`src/rtl/tas_ram_arbiter_if.sv`:
```
// Bus between the averaging channels / temperature RAM and the RAM write arbiter.
// The requester side (channels and RAM) uses master; the arbiter uses slave.
interface tas_ram_arbiter_if #(
   parameter int unsigned NREQ = 4,
   parameter int unsigned AW   = 11,
   parameter int unsigned DW   = 8
);
   logic [NREQ-1:0]    req;
   logic [NREQ*DW-1:0] req_data;
   logic [NREQ-1:0]    gnt;
   logic               ram_wr_n;
   logic [AW-1:0]      ram_addr;
   logic [DW-1:0]      ram_data;
   logic               busy;
   logic               wrap;

   modport master (
      output req,
      output req_data,
      input  gnt,
      input  ram_wr_n,
      input  ram_addr,
      input  ram_data,
      input  busy,
      input  wrap
   );

   modport slave (
      input  req,
      input  req_data,
      output gnt,
      output ram_wr_n,
      output ram_addr,
      output ram_data,
      output busy,
      output wrap
   );
endinterface

```
`src/rtl/tas_ram_arbiter.sv`:
```
// Round-robin arbiter and timed write sequencer for the shared temperature RAM.
// One channel is granted per write; the RAM address counts down and wraps at zero.
module tas_ram_arbiter #(
   parameter int unsigned NREQ   = 4,
   parameter int unsigned WR_CYC = 25,
   parameter int unsigned AW     = 11,
   parameter int unsigned DW     = 8
) (
   input logic             clk_50,
   input logic             reset,
   tas_ram_arbiter_if.slave bus
);

   localparam int unsigned RW = $clog2(NREQ);
   localparam int unsigned CW = (WR_CYC > 1) ? $clog2(WR_CYC) : 1;

   typedef enum logic [1:0] {
      StIdle,
      StSetup,
      StStrobe,
      StRecover
   } state_e;

   state_e          state_q, state_d;
   logic [RW-1:0]   rr_last_q, rr_last_d;
   logic [CW-1:0]   cnt_q, cnt_d;
   logic [NREQ-1:0] gnt_q, gnt_d;
   logic            wr_n_q, wr_n_d;
   logic [AW-1:0]   addr_q, addr_d;
   logic [DW-1:0]   data_q, data_d;
   logic            busy_q, busy_d;
   logic            wrap_q, wrap_d;

   logic            win_valid;
   logic [RW-1:0]   win_idx;
   logic [RW-1:0]   scan_idx;

   // Scan starts just after the last winner, so it has the lowest priority next time.
   always_comb begin
      win_valid = 1'b0;
      win_idx   = '0;
      scan_idx  = '0;
      for (int unsigned off = 1; off <= NREQ; off++) begin
         scan_idx = RW'((32'(rr_last_q) + off) % NREQ);
         if (!win_valid && bus.req[scan_idx]) begin
            win_valid = 1'b1;
            win_idx   = scan_idx;
         end
      end
   end

   always_comb begin
      state_d   = state_q;
      rr_last_d = rr_last_q;
      cnt_d     = cnt_q;
      gnt_d     = '0;
      wr_n_d    = 1'b1;
      addr_d    = addr_q;
      data_d    = data_q;
      wrap_d    = 1'b0;

      unique case (state_q)
         StIdle: begin
            if (win_valid) begin
               state_d          = StSetup;
               gnt_d[win_idx]   = 1'b1;
               data_d           = bus.req_data[DW*win_idx +: DW];
               rr_last_d        = win_idx;
            end
         end
         StSetup: begin
            state_d = StStrobe;
            cnt_d   = '0;
            wr_n_d  = 1'b0;
         end
         StStrobe: begin
            if (cnt_q == CW'(WR_CYC - 1)) begin
               // Strobe ends and the next address appears on the same edge.
               state_d = StRecover;
               wrap_d  = (addr_q == '0);
               addr_d  = (addr_q == '0) ? '1 : addr_q - 1'b1;
            end else begin
               cnt_d  = cnt_q + 1'b1;
               wr_n_d = 1'b0;
            end
         end
         StRecover: begin
            state_d = StIdle;
         end
         default: begin
            state_d = StIdle;
         end
      endcase

      busy_d = (state_d != StIdle);
   end

   always_ff @(posedge clk_50) begin
      if (reset) begin
         state_q   <= StIdle;
         rr_last_q <= RW'(NREQ - 1);
         cnt_q     <= '0;
         gnt_q     <= '0;
         wr_n_q    <= 1'b1;
         addr_q    <= '1;
         data_q    <= '0;
         busy_q    <= 1'b0;
         wrap_q    <= 1'b0;
      end else begin
         state_q   <= state_d;
         rr_last_q <= rr_last_d;
         cnt_q     <= cnt_d;
         gnt_q     <= gnt_d;
         wr_n_q    <= wr_n_d;
         addr_q    <= addr_d;
         data_q    <= data_d;
         busy_q    <= busy_d;
         wrap_q    <= wrap_d;
      end
   end

   assign bus.gnt      = gnt_q;
   assign bus.ram_wr_n = wr_n_q;
   assign bus.ram_addr = addr_q;
   assign bus.ram_data = data_q;
   assign bus.busy     = busy_q;
   assign bus.wrap     = wrap_q;

endmodule

```
`src/flat_wrapper.sv`:
```
// flat-port wrapper written by rule: the top's interface ports become plain ports
module tas_ram_arbiter_flat 
#(
   parameter int unsigned NREQ   = 4,
   parameter int unsigned WR_CYC = 25,
   parameter int unsigned AW     = 11,
   parameter int unsigned DW     = 8
)
  (clk_50, reset, bus_req, bus_req_data, bus_gnt, bus_ram_wr_n, bus_ram_addr, bus_ram_data, bus_busy, bus_wrap);
  tas_ram_arbiter_if #(.NREQ(NREQ), .AW(AW), .DW(DW)) bus_i ();
  input logic clk_50;
  input logic reset;
  input wire logic [$bits(bus_i.req)-1:0] bus_req;
  input wire logic [$bits(bus_i.req_data)-1:0] bus_req_data;
  output wire logic [$bits(bus_i.gnt)-1:0] bus_gnt;
  output wire logic [$bits(bus_i.ram_wr_n)-1:0] bus_ram_wr_n;
  output wire logic [$bits(bus_i.ram_addr)-1:0] bus_ram_addr;
  output wire logic [$bits(bus_i.ram_data)-1:0] bus_ram_data;
  output wire logic [$bits(bus_i.busy)-1:0] bus_busy;
  output wire logic [$bits(bus_i.wrap)-1:0] bus_wrap;
  assign bus_i.req = bus_req;
  assign bus_i.req_data = bus_req_data;
  assign bus_gnt = bus_i.gnt;
  assign bus_ram_wr_n = bus_i.ram_wr_n;
  assign bus_ram_addr = bus_i.ram_addr;
  assign bus_ram_data = bus_i.ram_data;
  assign bus_busy = bus_i.busy;
  assign bus_wrap = bus_i.wrap;
  tas_ram_arbiter #(.NREQ(NREQ), .WR_CYC(WR_CYC), .AW(AW), .DW(DW)) u_core (.clk_50(clk_50), .reset(reset), .bus(bus_i));
endmodule
```
`config.mk`:
```
export PLATFORM = sky130hd
export DESIGN_NAME = tas_ram_arbiter_flat
export DESIGN_NICKNAME = d
export VERILOG_FILES = /design/src/rtl/tas_ram_arbiter_if.sv /design/src/rtl/tas_ram_arbiter.sv /design/src/flat_wrapper.sv
export SDC_FILE = /design/constraint.sdc
export NUM_CORES = 1
export LEC_CHECK = 0
export ABC_AREA = 1
export ABC_CLOCK_PERIOD_IN_PS = 2400
export BUFFER_PORTS_ARGS = -buffer_cell sky130_fd_sc_hd__buf_2
export CAP_MARGIN = 20
export CORE_ASPECT_RATIO = 1.4
export CORE_MARGIN = 10
export CORE_UTILIZATION = 40
export DETAILED_ROUTE_END_ITERATION = 16
export HOLD_SLACK_MARGIN = 0.06
export PLACE_DENSITY = 0.65
export SLEW_MARGIN = 20
export SYNTH_ARGS = -nofsm -noshare
export SYNTH_HDL_FRONTEND = slang
export SYNTH_SLANG_ARGS = --single-unit
export TNS_END_PERCENT = 5
```
`constraint.sdc`:
```
create_clock -name clk_50 -period 2.4 [get_ports clk_50]
set_input_delay 0.48 -clock clk_50 [delete_from_list [all_inputs] [get_ports clk_50]]
set_output_delay 0.48 -clock clk_50 [all_outputs]
set_load 0.005 [all_outputs]
```
==> metrics.md, run 1 <==
| Metric | Value |
|---|---|
| Outcome | `completed` |
| Fin crit period | `2020 ps` |
| I/O pin count | `64` |
| GPL Wtd Cong | `0.757` |
| Latest clock arrival within the worst-skew pair | `280 ps` |
| Crit Path Max Fanout | `5` |
| Synth Register Bits | `35` |
| Cell variety after synth | `29` |
| Seq/Total Area, Yosys | `0.355` |
| IO Port Bufs | `63` |
| Crit path DAT | `2200 ps` |
| Post-route ant nets | `0` |
| Setup TNS | `0 ps` |
| TritonCTS clock tree | `yes` |
| Vias in the first global route | `1925` |
| Fin cells | `409` |
| Setup Fix Bufs, Post-CTS | `0` |
| Average cell area after synthesis | `6.94 µm²` |
| DP HPWL | `3890 µm` |
| Final setup viols | `0` |
| Hold Path Class | `input port to register` |
| Crit end category | `register` |
| Drt first pass iters | `4` |
| Slew HR | `0.637` |
| Max-slew violations | `0` |
| Most common cell after layout, fill and taps aside | `buf_2` |
| Clock transition at path regs | `70 ps` |
| Yosys warns | `0` |
| Fin nets | `389` |
| Peak supply drop | `0.00103 V` |
| Cell area after synthesis | `1970 µm²` |
| CORE AREA | `4800 µm²` |
| Slew @ Worst Pin | `541 ps` |
| RSZ-0062 raised after global routing | `false` |
| Worst Clk Skew | `8.50 ps` |
| # DRC | `0` |
| Net Count, Synth | `329` |
| Via-to-Cell Ratio | `4.86` |
| Power density over cell area | `1230 nW/µm²` |
| Clk root buf | `clkbuf_8` |
| # rows | `30` |
| CTS resizes | `0` |
| GRT overflow | `0` |
| Initial DRC count | `64` |
| Period utilization | `0.842` |
| CTS buffer count | `5` |
| Chip width | `79.3 µm` |
| Crit path launch type | `register` |
| Worst setup margin | `380 ps` |
| Fmax | `0.495 GHz` |
| Total detailed-routing wirelength | `4930 µm` |
| Die ar. | `8180 µm²` |
| Placement Setup Slack | `339 ps` |
| DR vias | `1987` |
| Placed Instances | `401` |
| Share of layout cells above drive strength 1 | `0.264` |
| Routed len/inst | `12.0 µm` |
| Most frequent cells in the layout | `buf_2 (63), nand2_1 (58), nor2_1 (36)` |
| CP required | `2570 ps` |
| CTS Buffer Depth | `2` |
| GRT Util Overall | `0.123` |
| Area delta synth->final | `20.6%` |
| MaxCap Viol Count | `0` |
| ANT cells | `0` |
| First-pass GRT wire length | `8350 µm` |
| Die height | `103 µm` |
| Largest net degree at the start of global routing | `22` |
| Hold-fix buffers, CTS | `0` |
| Final hold vios | `0` |
| Initial antenna violation count | `0` |
| H-tree Lvls | `2` |
| Synthesized instance count | `284` |
| Initial Util | `0.410` |
| Clock sink count | `35` |
| WS Path Type | `register to register` |
| P_leak | `1.14 nW` |
## metal layers
metal	part of all wire	vias to the layer above	global-route usage
li1	-	1061	-
met1	0.45	870	0.138
met2	0.47	50	0.208
met3	0.068	6	0.0480
met4	0.015	0	0.0387
met5	0	-	0
## final timing paths
check | from | endpoint | slack [ps] | depth (start not counted)
min reg2reg | u_core.cnt_q[1] | u_core.cnt_q[1] | 500 | 2
max | u_core.state_q[0] | u_core.bus.ram_addr[7] | 380 | 11
min | reset | u_core.cnt_q[1] | 480 | 2
max reg2reg | u_core.state_q[0] | u_core.bus.ram_addr[7] | 380 | 11
## cells in the mapped netlist, drive strengths merged
cell | n | area (µm²)
xnor2 | 2 | 17.5
nand3 | 36 | 195
dfxtp | 35 | 701
a21oi | 7 | 35.0
nor4 | 1 | 6.26
inv | 27 | 104
clkinv | 1 | 3.75
nand2 | 70 | 303
or2 | 1 | 6.26
o211ai | 4 | 30.0
ha | 7 | 87.6
xor2 | 2 | 17.5
buf | 7 | 58.8
clkbuf | 3 | 12.5
nor2 | 39 | 159
nand4 | 18 | 113
o21ai | 20 | 100
nor3b | 1 | 7.51
nor3 | 3 | 15.0
## stage by stage
step | hold slack, ps | utilization | power, mW | instance area (µm²)
finish | 477 | 0.495 | 2.91 | 2380
global route | 483 | 0.495 | 3.24 | 2380
CTS | 476 | 0.495 | 2.95 | 2380
detailed placement | 487 | 0.478 | 2.54 | 2300
global placement | 484 | 0.478 | 2.52 | 2300
floorplan | 455 | - | 2.31 | 1970
## registers in the layout, indices dropped and copies added, names as in the netlist
name / flops
u_core.bus.busy: 1
u_core.bus.gnt: 4
u_core.bus.ram_addr: 11
u_core.bus.ram_data: 8
u_core.bus.ram_wr_n: 1
u_core.bus.wrap: 1
u_core.cnt_q: 5
u_core.rr_last_q: 2
u_core.state_q: 2
## report_power, final
part / switching [mW] / internal [mW]
Clock: 0.204 / 0.204
Sequential: 0.0784 / 0.715
Combinational: 1.15 / 0.563
## cell families (layout without fill, tap and decap cells)
group	Yosys count	count (layout)	synth area share
compound gates	31	31	0.0838
buf+inv	38	99	0.0907
simple gates	169	169	0.408
xor+xnor	4	4	0.0178
fa+ha+maj	7	7	0.0444
flops	35	35	0.355
## layout make-up
class                   instances  area (µm²)
flip-flops and latches         35         701
multi-input cells             211        1090
repair buffers                 63         315
fillers                       544        2430
clock buffers                   7        76.3
inverters                      28         108
well taps                      64        80.1
clock inverters                 1        5.00
## worst max-delay path, stage by stage, from the launching register on
cell and delay (ps):
dfxtp_1 320, inv_1 120, ha_1 250, inv_1 70
nor2_1 210, nand3_1 110, or2_2 320, nor2_1 90
nand2_1 90, nor2_1 120, xnor2_1 130, nand2_1 70
(Power assumes the default switching activity.)
==> run 2: changes to the inputs <==
--- a/config.mk
+++ b/config.mk
@@ -6,7 +6,7 @@
 export NUM_CORES = 1
 export LEC_CHECK = 0
 export ABC_AREA = 1
-export ABC_CLOCK_PERIOD_IN_PS = 2400
+export ABC_CLOCK_PERIOD_IN_PS = 1700
 export BUFFER_PORTS_ARGS = -buffer_cell sky130_fd_sc_hd__buf_2
 export CAP_MARGIN = 20
 export CORE_ASPECT_RATIO = 1.4
@@ -14,7 +14,7 @@
 export CORE_UTILIZATION = 40
 export DETAILED_ROUTE_END_ITERATION = 16
 export HOLD_SLACK_MARGIN = 0.06
-export PLACE_DENSITY = 0.65
+export PLACE_DENSITY = 0.68
 export SLEW_MARGIN = 20
 export SYNTH_ARGS = -nofsm -noshare
 export SYNTH_HDL_FRONTEND = slang
==> constraint.sdc (replaced) <==
create_clock -name clk_50 -period 1.7 [get_ports clk_50]
set_input_delay 0.34 -clock clk_50 [delete_from_list [all_inputs] [get_ports clk_50]]
set_output_delay 0.34 -clock clk_50 [all_outputs]
set_load 0.005 [all_outputs]
==> run 2 against run 1 <==
Against the previous run: the run now ends with setup timing left; sequential share of layout area fell by 3.0 points; critical path depth did not move; clock power rose by 41%; die area did not move; via count rose by 5.8%; non-clock buffer count rose by 29; flip-flop and latch count did not move; setup slack got worse by 450 ps; worst hold slack got worse by 130 ps; sequential power rose by 42%; critical path type unchanged.
==> metrics.md, run 2 (synthesis results as in run 1) <==
| Metric | Value |
|---|---|
| Outcome | `complete, but fails checks (was completed)` |
| Failing checks | `setup timing` |
| Area delta synth->final | `35.7% (was 20.6%)` |
| Placement Setup Slack | `-161 ps (was 339 ps)` |
| Most common cell after layout, fill and taps aside | `buf_2 (unchanged)` |
| Die height | `103 µm (unchanged)` |
| Total detailed-routing wirelength | `5200 µm (was 4930 µm)` |
| DR vias | `2102 (was 1987)` |
| P_leak | `1.29 nW (was 1.14 nW)` |
| WS Path Type | `register to register (unchanged)` |
| Worst path slowest cell | `dfxtp_2 (was dfxtp_1)` |
| Crit path launch type | `register (unchanged)` |
| TritonCTS clock tree | `yes (unchanged)` |
| Cell chain of the critical path | `inv_2 > ha_1 > nand4_1 > nor2_2 > nand3_2 > or2_4 > nor2_4 > nand2_2 > nor2_2 > xnor2_1 > nand2_1 (was inv_1 > ha_1 > inv_1 > nor2_1 > nand3_1 > or2_2 > nor2_1 > nand2_1 > nor2_1 > xnor2_1 > nand2_1)` |
| Hold-fix buffers, CTS | `0 (unchanged)` |
| Fin Hold WS | `346 ps (was 477 ps)` |
| Power, Total | `4.76 mW (was 2.91 mW)` |
| Clock sink count | `35 (unchanged)` |
| R2r startpoint | `u_core.cnt_q[0] (was u_core.state_q[0])` |
| Via-to-Cell Ratio | `4.80 (was 4.86)` |
| DP HPWL | `4040 µm (was 3890 µm)` |
| Worst Clk Skew | `3.15 ps (was 8.50 ps)` |
| Latest clock arrival within the worst-skew pair | `280 ps (about the same)` |
| Final setup viols | `2 (was 0)` |
| Cell mode on critical path | `nor2_2 (was nor2_1)` |
| Drt first pass iters | `4 (unchanged)` |
| IO Port Bufs | `63 (unchanged)` |
| Crit Path Max Fanout | `4 (was 5)` |
| Placed Area | `2510 µm² (was 2300 µm²)` |
| Routed len/inst | `11.9 µm (was 12.0 µm)` |
| # rows | `30 (unchanged)` |
| # DRC | `0 (unchanged)` |
| GRT Util Overall | `0.126 (was 0.123)` |
| GRT overflow | `0 (unchanged)` |
| Chip width | `79.3 µm (unchanged)` |
| Fmax | `0.565 GHz (was 0.495 GHz)` |
| Peak supply drop | `0.00157 V (was 0.00103 V)` |
| Worst setup margin | `-70.8 ps (was 380 ps)` |
| Setup TNS | `-112 ps (was 0 ps)` |
| First-pass GRT wire length | `8580 µm (was 8350 µm)` |
| Worst Setup SP | `u_core.cnt_q[0] (was u_core.state_q[0])` |
| I/O pin count | `64 (unchanged)` |
| CORE AREA | `4800 µm² (unchanged)` |
| Largest net degree at the start of global routing | `20 (was 22)` |
| Fin nets | `418 (was 389)` |
| RSZ-0062 raised after global routing | `true (was false)` |
| Final hold vios | `0 (unchanged)` |
| Clk root buf | `clkbuf_8 (unchanged)` |
| Hold Path Class | `input port to register (unchanged)` |
| Crit end category | `register (unchanged)` |
| CP max stage delay | `320 ps (about the same)` |
| Die ar. | `8180 µm² (unchanged)` |
| Vias in the first global route | `2056 (was 1925)` |
| GPL Wtd Cong | `0.836 (was 0.757)` |
| CTS Buffer Depth | `2 (unchanged)` |
| Slew @ Worst Pin | `313 ps (was 541 ps)` |
| MaxCap Viol Count | `0 (unchanged)` |
| CP required | `1880 ps (was 2570 ps)` |
| Initial DRC count | `65 (was 64)` |
| Worst path bufs/invs | `1 (was 2)` |
| Slew HR | `0.791 (was 0.637)` |
| Initial antenna violation count | `0 (unchanged)` |
| Crit path DAT | `1950 ps (was 2200 ps)` |
| Power density over cell area | `1780 nW/µm² (was 1230 nW/µm²)` |
| Hold Path Origin | `reset (unchanged)` |
| Period utilization | `1.04 (was 0.842)` |
| Fin crit period | `1770 ps (was 2020 ps)` |
| ANT cells | `0 (unchanged)` |
| Max FFs per register | `11 (unchanged)` |
| Family with the most delay on the worst path | `simple AND/OR/NAND/NOR gates (unchanged)` |
| Clock transition at path regs | `70 ps (about the same)` |
| Post-route ant nets | `0 (unchanged)` |
| Share of layout cells above drive strength 1 | `0.353 (was 0.264)` |
| CTS buffer count | `5 (unchanged)` |
| Most frequent cells in the layout | `buf_2 (63), nand2_1 (57), nand3_1 (32), dfxtp_1 (32), nor2_1 (31) (was buf_2 (63), nand2_1 (58), nor2_1 (36))` |
| Post-route cell area | `2680 µm² (was 2380 µm²)` |
| Max-slew violations | `0 (unchanged)` |
| Initial Util | `0.410 (unchanged)` |
| H-tree Lvls | `2 (unchanged)` |
-- run 2: path summary, 6_finish.rpt --
| path | cells after the start | slack (ps) | to |
|---|---|---|---|
| max | 11 | -70 | u_core.bus.ram_addr[7] |
| min | 2 | 350 | u_core.bus.wrap |
| max reg2reg | 11 | -70 | u_core.bus.ram_addr[7] |
| min reg2reg | 2 | 480 | u_core.cnt_q[2] |
-- run 2: cell type report --
| type | instances | area (µm²) |
|---|---|---|
| Timing Repair Buffer | 92 | 574 |
| Tap cell | 64 | 80.1 |
| Multi-Input combinational cell | 211 | 1120 |
| Inverter | 28 | 108 |
| Clock inverter | 1 | 5.00 |
| Clock buffer | 7 | 76.3 |
| Fill cell | 490 | 2130 |
| Sequential cell | 35 | 709 |
-- run 2: timing repair --
| item | CTS | global route |
|---|---|---|
| buffers inserted | 4 | 1 |
| resized for setup | 3 | 14 |
| gates cloned | 0 | 0 |
| endpoints found under the setup margin | 25 | 27 |
| pin swaps | 5 | 5 |
-- run 2: through the flow --
step | cells | util
2_1_floorplan | 284 | -
3_3_place_gp | 425 | 0.522
3_5_place_dp | 425 | 0.522
4_1_cts | 437 | 0.549
5_1_grt | 438 | 0.557
6_report | 438 | 0.557
-- run 2: power breakdown --
part / internal [mW] / switching [mW]
Clock: 0.287 / 0.288
Combinational: 1.30 / 1.76
Sequential: 1.02 / 0.105
-- run 2: routing by layer --
| metal | wire, µm | part of all wire | up-vias | global-route usage |
|---|---|---|---|---|
| li1 | - | - | 1113 | - |
| met1 | 2200 | 0.42 | 923 | 0.139 |
| met2 | 2560 | 0.49 | 58 | 0.221 |
| met3 | 343 | 0.066 | 8 | 0.0428 |
| met4 | 87 | 0.017 | 0 | 0.0415 |
| met5 | 0 | 0 | - | 0 |
